### config.mk
export PLATFORM = sky130hd
export DESIGN_NAME = uart_tx_arbiter
export DESIGN_NICKNAME = d
export VERILOG_FILES = /design/src/rtl/uart_dbg_pkg.sv /design/src/rtl/arb_stall_timer.sv /design/src/rtl/uart_tx_arbiter.sv
export SDC_FILE = /design/constraint.sdc
export NUM_CORES = 1
export LEC_CHECK = 0
export CORE_AREA = 2 2 39 41
export DETAILED_ROUTE_END_ITERATION = 16
export DIE_AREA = 0 0 41 43
export GPL_TIMING_DRIVEN = 0
export MAX_ROUTING_LAYER = met4
export PLACE_DENSITY = 0.89
export SYNTH_ARGS = -nofsm -noshare
export SYNTH_HDL_FRONTEND = slang
export SYNTH_SLANG_ARGS = --single-unit
### constraint.sdc
create_clock -name clock -period 2.9 [get_ports clock]
set_input_delay 0.58 -clock clock [delete_from_list [all_inputs] [get_ports clock]]
set_output_delay 0.58 -clock clock [all_outputs]
set_load 0.01 [all_outputs]
### src/rtl/uart_dbg_pkg.sv
// Shared definitions for the UART debug transmit path: arbiter state encoding,
// requester IDs, the default lock-timeout limit and the tie-break helper.
package uart_dbg_pkg;

    // State encoding doubles as the one-hot grant vector {OWN1, OWN0}.
    typedef enum logic [1:0] {
        ST_IDLE = 2'b00,
        ST_OWN0 = 2'b01,
        ST_OWN1 = 2'b10
    } arb_state_e;

    localparam logic REQ_DUMP = 1'b0;
    localparam logic REQ_ECHO = 1'b1;

    localparam int unsigned DEF_TIMEOUT_CYCLES = 32'd1023;

    // On a tie the requester that was not served last wins.
    function automatic logic pick_winner(
        input logic r0,
        input logic r1,
        input logic last_served
    );
        logic win;
        if (r0 && r1) begin
            win = ~last_served;
        end else if (r1) begin
            win = REQ_ECHO;
        end else begin
            win = REQ_DUMP;
        end
        return win;
    endfunction

    function automatic logic [1:0] grant_of(input arb_state_e st);
        return {(st == ST_OWN1), (st == ST_OWN0)};
    endfunction

endpackage

### src/rtl/arb_stall_timer.sv
// Stall counter for a locked owner that has stopped offering bytes; expired
// rises when the count reaches TIMEOUT_CYCLES-1. Used under UART_TX_ARB_TIMEOUT_EN.
module arb_stall_timer
    import uart_dbg_pkg::*;
#(
    parameter int unsigned TIMEOUT_CYCLES = DEF_TIMEOUT_CYCLES
) (
    input  logic clock,
    input  logic reset,
    input  logic clear,
    input  logic advance,
    output logic expired
);

    localparam int unsigned CNT_W = (TIMEOUT_CYCLES > 32'd1) ? $clog2(TIMEOUT_CYCLES) : 32'd1;
    localparam logic [CNT_W-1:0] TC_VAL  = CNT_W'(TIMEOUT_CYCLES - 32'd1);
    localparam logic [CNT_W-1:0] ONE_VAL = CNT_W'(32'd1);

    logic [CNT_W-1:0] count_r;

    assign expired = (count_r == TC_VAL);

    // Stall count: cleared by the arbiter, saturates at the terminal count.
    always_ff @(posedge clock or negedge reset) begin
        if (!reset) begin
            count_r <= {CNT_W{1'b0}};
        end else if (clear) begin
            count_r <= {CNT_W{1'b0}};
        end else if (advance && !expired) begin
            count_r <= count_r + ONE_VAL;
        end else begin
            count_r <= count_r;
        end
    end

endmodule

### src/rtl/uart_tx_arbiter.sv
// Two-requester packet-locking arbiter in front of the UART TX FIFO.
// Optional owner-stall timeout is enabled by defining UART_TX_ARB_TIMEOUT_EN.
module uart_tx_arbiter
    import uart_dbg_pkg::*;
#(
    parameter int unsigned DATA_W         = 32'd8,
    parameter int unsigned TIMEOUT_CYCLES = DEF_TIMEOUT_CYCLES
) (
    input  logic              clock,
    input  logic              reset,
    input  logic              req0,
    input  logic              req1,
    input  logic [DATA_W-1:0] data0,
    input  logic [DATA_W-1:0] data1,
    input  logic              last0,
    input  logic              last1,
    output logic              ack0,
    output logic              ack1,
    input  logic              fifo_full,
    output logic              fifo_wr,
    output logic [DATA_W-1:0] fifo_data,
    output logic [1:0]        grant,
    output logic              busy,
    output logic              timeout_flag
);

    arb_state_e        state_r;
    arb_state_e        state_nxt_s;
    logic              last_served_r;
    logic              last_nxt_s;
    logic              wr_s;
    logic [DATA_W-1:0] data_s;
    logic              ack0_s;
    logic              ack1_s;
    logic              stall_clr_s;
    logic              stall_adv_s;
    logic              stall_expired_s;
    logic              to_set_s;

    // Next-state, FIFO write path and stall-timer control.
    always_comb begin
        state_nxt_s = state_r;
        last_nxt_s  = last_served_r;
        wr_s        = 1'b0;
        data_s      = {DATA_W{1'b0}};
        ack0_s      = 1'b0;
        ack1_s      = 1'b0;
        stall_clr_s = 1'b0;
        stall_adv_s = 1'b0;
        to_set_s    = 1'b0;
        case (state_r)
            ST_IDLE: begin
                // Grant takes effect next cycle; nothing is written while idle.
                if (req0 || req1) begin
                    stall_clr_s = 1'b1;
                    if (pick_winner(req0, req1, last_served_r) == REQ_ECHO) begin
                        state_nxt_s = ST_OWN1;
                    end else begin
                        state_nxt_s = ST_OWN0;
                    end
                end else begin
                    state_nxt_s = ST_IDLE;
                end
            end
            ST_OWN0: begin
                data_s = data0;
                wr_s   = req0 & ~fifo_full;
                ack0_s = wr_s;
                if (wr_s) begin
                    stall_clr_s = 1'b1;
                    if (last0) begin
                        state_nxt_s = ST_IDLE;
                        last_nxt_s  = REQ_DUMP;
                    end else begin
                        state_nxt_s = ST_OWN0;
                    end
                end else if (!req0 && !fifo_full) begin
                    stall_adv_s = 1'b1;
                    if (stall_expired_s) begin
                        state_nxt_s = ST_IDLE;
                        last_nxt_s  = REQ_DUMP;
                        to_set_s    = 1'b1;
                    end else begin
                        state_nxt_s = ST_OWN0;
                    end
                end else begin
                    state_nxt_s = ST_OWN0;
                end
            end
            ST_OWN1: begin
                data_s = data1;
                wr_s   = req1 & ~fifo_full;
                ack1_s = wr_s;
                if (wr_s) begin
                    stall_clr_s = 1'b1;
                    if (last1) begin
                        state_nxt_s = ST_IDLE;
                        last_nxt_s  = REQ_ECHO;
                    end else begin
                        state_nxt_s = ST_OWN1;
                    end
                end else if (!req1 && !fifo_full) begin
                    stall_adv_s = 1'b1;
                    if (stall_expired_s) begin
                        state_nxt_s = ST_IDLE;
                        last_nxt_s  = REQ_ECHO;
                        to_set_s    = 1'b1;
                    end else begin
                        state_nxt_s = ST_OWN1;
                    end
                end else begin
                    state_nxt_s = ST_OWN1;
                end
            end
            default: begin
                state_nxt_s = ST_IDLE;
            end
        endcase
    end

    // Arbiter state and round-robin history; requester 0 wins the first tie.
    always_ff @(posedge clock or negedge reset) begin
        if (!reset) begin
            state_r       <= ST_IDLE;
            last_served_r <= REQ_ECHO;
        end else begin
            state_r       <= state_nxt_s;
            last_served_r <= last_nxt_s;
        end
    end

`ifdef UART_TX_ARB_TIMEOUT_EN
    logic timeout_flag_r;

    arb_stall_timer #(
        .TIMEOUT_CYCLES(TIMEOUT_CYCLES)
    ) u_stall_timer (
        .clock   (clock),
        .reset   (reset),
        .clear   (stall_clr_s),
        .advance (stall_adv_s),
        .expired (stall_expired_s)
    );

    // Sticky timeout indicator, cleared only by reset.
    always_ff @(posedge clock or negedge reset) begin
        if (!reset) begin
            timeout_flag_r <= 1'b0;
        end else begin
            timeout_flag_r <= timeout_flag_r | to_set_s;
        end
    end

    assign timeout_flag = timeout_flag_r;
`else
    logic unused_timeout_s;

    assign stall_expired_s  = 1'b0;
    assign unused_timeout_s = ^{stall_clr_s, stall_adv_s, to_set_s, (TIMEOUT_CYCLES != 32'd0)};
    assign timeout_flag     = 1'b0;
`endif

    assign fifo_wr   = wr_s;
    assign fifo_data = data_s;
    assign ack0      = ack0_s;
    assign ack1      = ack1_s;
    assign grant     = grant_of(state_r);
    assign busy      = (state_r != ST_IDLE);

endmodule
==> summary.md <==
| Metric | Value |
|---|---|
| # diodes | 0 |
| Max-Cap Viols | 0 |
| Synth cell count leaders | a22oi_1 (8), nor2b_1 (8), ha_1 (4) |
| Async S/R FF share, synth | between 90% and 100% |
| Yosys reg bits | 3 |
| Final Critical Period | approximately 2.6 ns |
| Total Routing Usage GR | between 10% and 20% |
| Area growth, synth to finish | 108.3% |
| Crit path cell chain | clkdlybuf4s50_1, and3b_2, o21a_1, clkdlybuf4s50_1 |
| Crit path DAT | approximately 2.0 ns |
| Chip height | between 40 and 50 µm |
| Total power per unit cell area | between 700 and 800 nW/µm² |
| Final Cycle Share | 88.88% |
| Max Clk Rate | about 0.39 GHz |
| Crit start category | input pin |
| Crit-path most repeated cell | clkdlybuf4s50_1 |
| Vias per Instance | about 5.0 |
| Critical path endpoint category | output port |
| Rows | 14 |
| Largest cells by area after synthesis | a22oi_1 (16%), dfrtp_1 (13%), ha_1 (13%), nor2b_1 (13%), dfstp_2 (7.0%) |
| TNS Setup | 0 ns |
| Max IR drop VDD | 0.4415 mV |
| 1st-pass router iterations | 3 |
| Clk Latency, worst-skew pair | between 0.2 and 0.25 ns |
| Final #Nets | about 110 |
| Leak Pwr | approximately 0.32 nW |
| Global-route wire length before repair | roughly 1800 µm |
| Comb power frac | 74.0% |
| Overflow after GRT | 0 |
| Routed wire length | between 1000 and 1500 µm |
| FF-to-FF setup slack | between 1.5 and 2 ns |
| TritonCTS clock tree | yes |
| Post-CTS Setup Bufs | 0 |
| Status | completed |
| Port-buffer cells | 36 |
| Setup-failing EPs final | 0 |
| Reg area | 76.32 µm² |
| Area of the multi-input gates | approximately 260 µm² |
| Post-cts resize count | 0 |
| Largest net degree at the start of global routing | 11 |
| Initial DRC Count | 8 |
| EDFF count, synth | 0 |
| Clock skew | about 0.0016 ns |
| Unrepaired setup endpoints after global routing | false |
| Share of cells above drive strength 1 | about a tenth |
| Sequential cell area fraction in the yosys report | around a fifth |
| # DRC | 0 |
| Max Slew Vio Count | 0 |
| Most area-hungry cell type in the Yosys netlist | a22oi_1 |
| Syn. warnings | 0 |
| Clock buffer depth | 2 |
| Placeable Area | roughly 1400 µm² |
| Cell Int Power | around 0.38 mW |
| Synthesized Nets | between 70 and 80 |
| Placer Congestion | roughly 0.69 |
| CTS Hold Bufs | 0 |
| CTS buffer count | 3 |
| Clock power frac | around an eighth |
| Synth cell types | 19 |
| CP max-delay cell | clkdlybuf4s50_1 |
| Initial antenna violation count | 0 |
| Initial core utilization | between 20% and 30% |
| Sw Share | 38.24% |
| Cells after synthesis | 45 |
| Switching Power | 0.2327 mW |
| Sequential power share | 13.9% |
| Final antenna-violating net count | 0 |
| Worst-path fanout max | 4 |
| Clk sink count | 3 |
| Chip width | slightly above 40 µm |
| Crit path largest cell delay | roughly 0.53 ns |
| Mapped cell area | between 300 and 400 µm² |
| Crit path kind | input pin to output port |
| Wire length per cell | between 10 and 15 µm |
| H-Tree Depth | 1 |
| I/O pin count | 38 |
| Worst hold slack | roughly 0.53 ns |
| Hold Path Class | input pin to async pin |
| HPWL Detailed | 1031 µm |
| Routed vias | about 500 |
| Data required, critical path | about 2.3 ns |
| Final hold vios | 0 |
| Share of the synthesized area in the top cell type | 16.00% |
| Clock-pin slew on the worst setup and hold paths | 0.04 ns |
| Synth Area per Inst | 8.341 µm² |
| Die ar. | between 1500 and 2000 µm² |
| Vias in the first global route | 450 |
| Fillers | about 140 |
| Root Driver | clkbuf_4 |
| Most common flop cell mapped by yosys | dfrtp_1 |
[worst max-delay path, delay by kind of cell]
kind	cells	cell delay, ns
compound gates	1	0.13
buf+inv	2	1.06
simple gates	1	0.23
[metal layers]
layer	up-vias	part of all wire [%]	global-route usage [%]
li1	237	-	-
met1	221	34	14.98
met2	39	45	24.69
met3	4	18	5.236
met4	0	2.4	5.333
met5	-	0	-
[state kept, by name, summed over array words and instances, names as in the netlist]
register	count
last_served_r	1
state_r	2
[placed cells by master, fill, tap and decap left out, drive strengths merged]
cell           instances
a21oi                  2
dfrtp                  2
a22oi                  8
clkdlybuf4s50         36
nand3b                 2
clkbuf                 4
nor2b                  8
buf                    4
a32oi                  2
nor2                   2
ha                     4
and3b                  2
mux2i                  1
inv                    3
dfstp                  1
nand2                  1
nand2b                 1
conb                   1
o21a                   1
[area by class of cell]
type                            count  area share, %
Tap cell                           16          2.560
Sequential cell                     3          9.760
Clock buffer                        4          3.360
Multi-Input combinational cell     35          33.28
Buffer                              4          3.520
Inverter                            3          1.440
Timing Repair Buffer               36          46.08
[cell families (layout without fill, tap and decap cells)]
group           after synthesis  after routing  synth area share [%]
simple gates                 16             16                 27.00
compound gates               13             13                 25.34
other cells                   1              1                0.9990
flops                         3              3                 20.34
mux                           1              1                 2.667
buf+inv                       7             47                 10.33
fa+ha+maj                     4              4                 13.33
[final timing paths]
| path | startpoint | end | depth (start not counted) |
|---|---|---|---|
| max | req1 | fifo_wr | 4 |
| min | reset | state_r[0] | 1 |
| max reg2reg | state_r[0] | state_r[1] | 5 |
| min reg2reg | last_served_r | last_served_r | 2 |
| max in group asynchronous | reset | last_served_r | 1 |
| min in group clock | last_served_r | last_served_r | 2 |
[stage by stage]
step / cell area, µm² / util, % / worst slack [ns] / power, mW / cells
2_1_floorplan: 375.4 / - / 1.193 / 0.3265 / 45
3_3_place_gp: 755.7 / 54.61 / 0.3583 / 0.5251 / 97
3_5_place_dp: 755.7 / 54.61 / 0.3317 / 0.5397 / 97
4_1_cts: 782.0 / 56.51 / 0.3251 / 0.6166 / 101
5_1_grt: 782.0 / 56.51 / 0.2770 / 0.6565 / 101
6_report: 782.0 / 56.51 / 0.3225 / 0.6085 / 101
[power by group through the flow]
| stage | combinational (mW) | sequential, mW | clock [mW] |
|---|---|---|---|
| 2_1_floorplan | 0.248 | 0.0790 | 0 |
| 3_3_place_gp | 0.442 | 0.0829 | 0 |
| 3_5_place_dp | 0.455 | 0.0850 | 0 |
| 4_1_cts | 0.456 | 0.0844 | 0.0759 |
| 5_1_grt | 0.490 | 0.0887 | 0.0776 |
| 6_report | 0.450 | 0.0848 | 0.0737 |
Note: power is estimated with default switching activity, not from simulation.
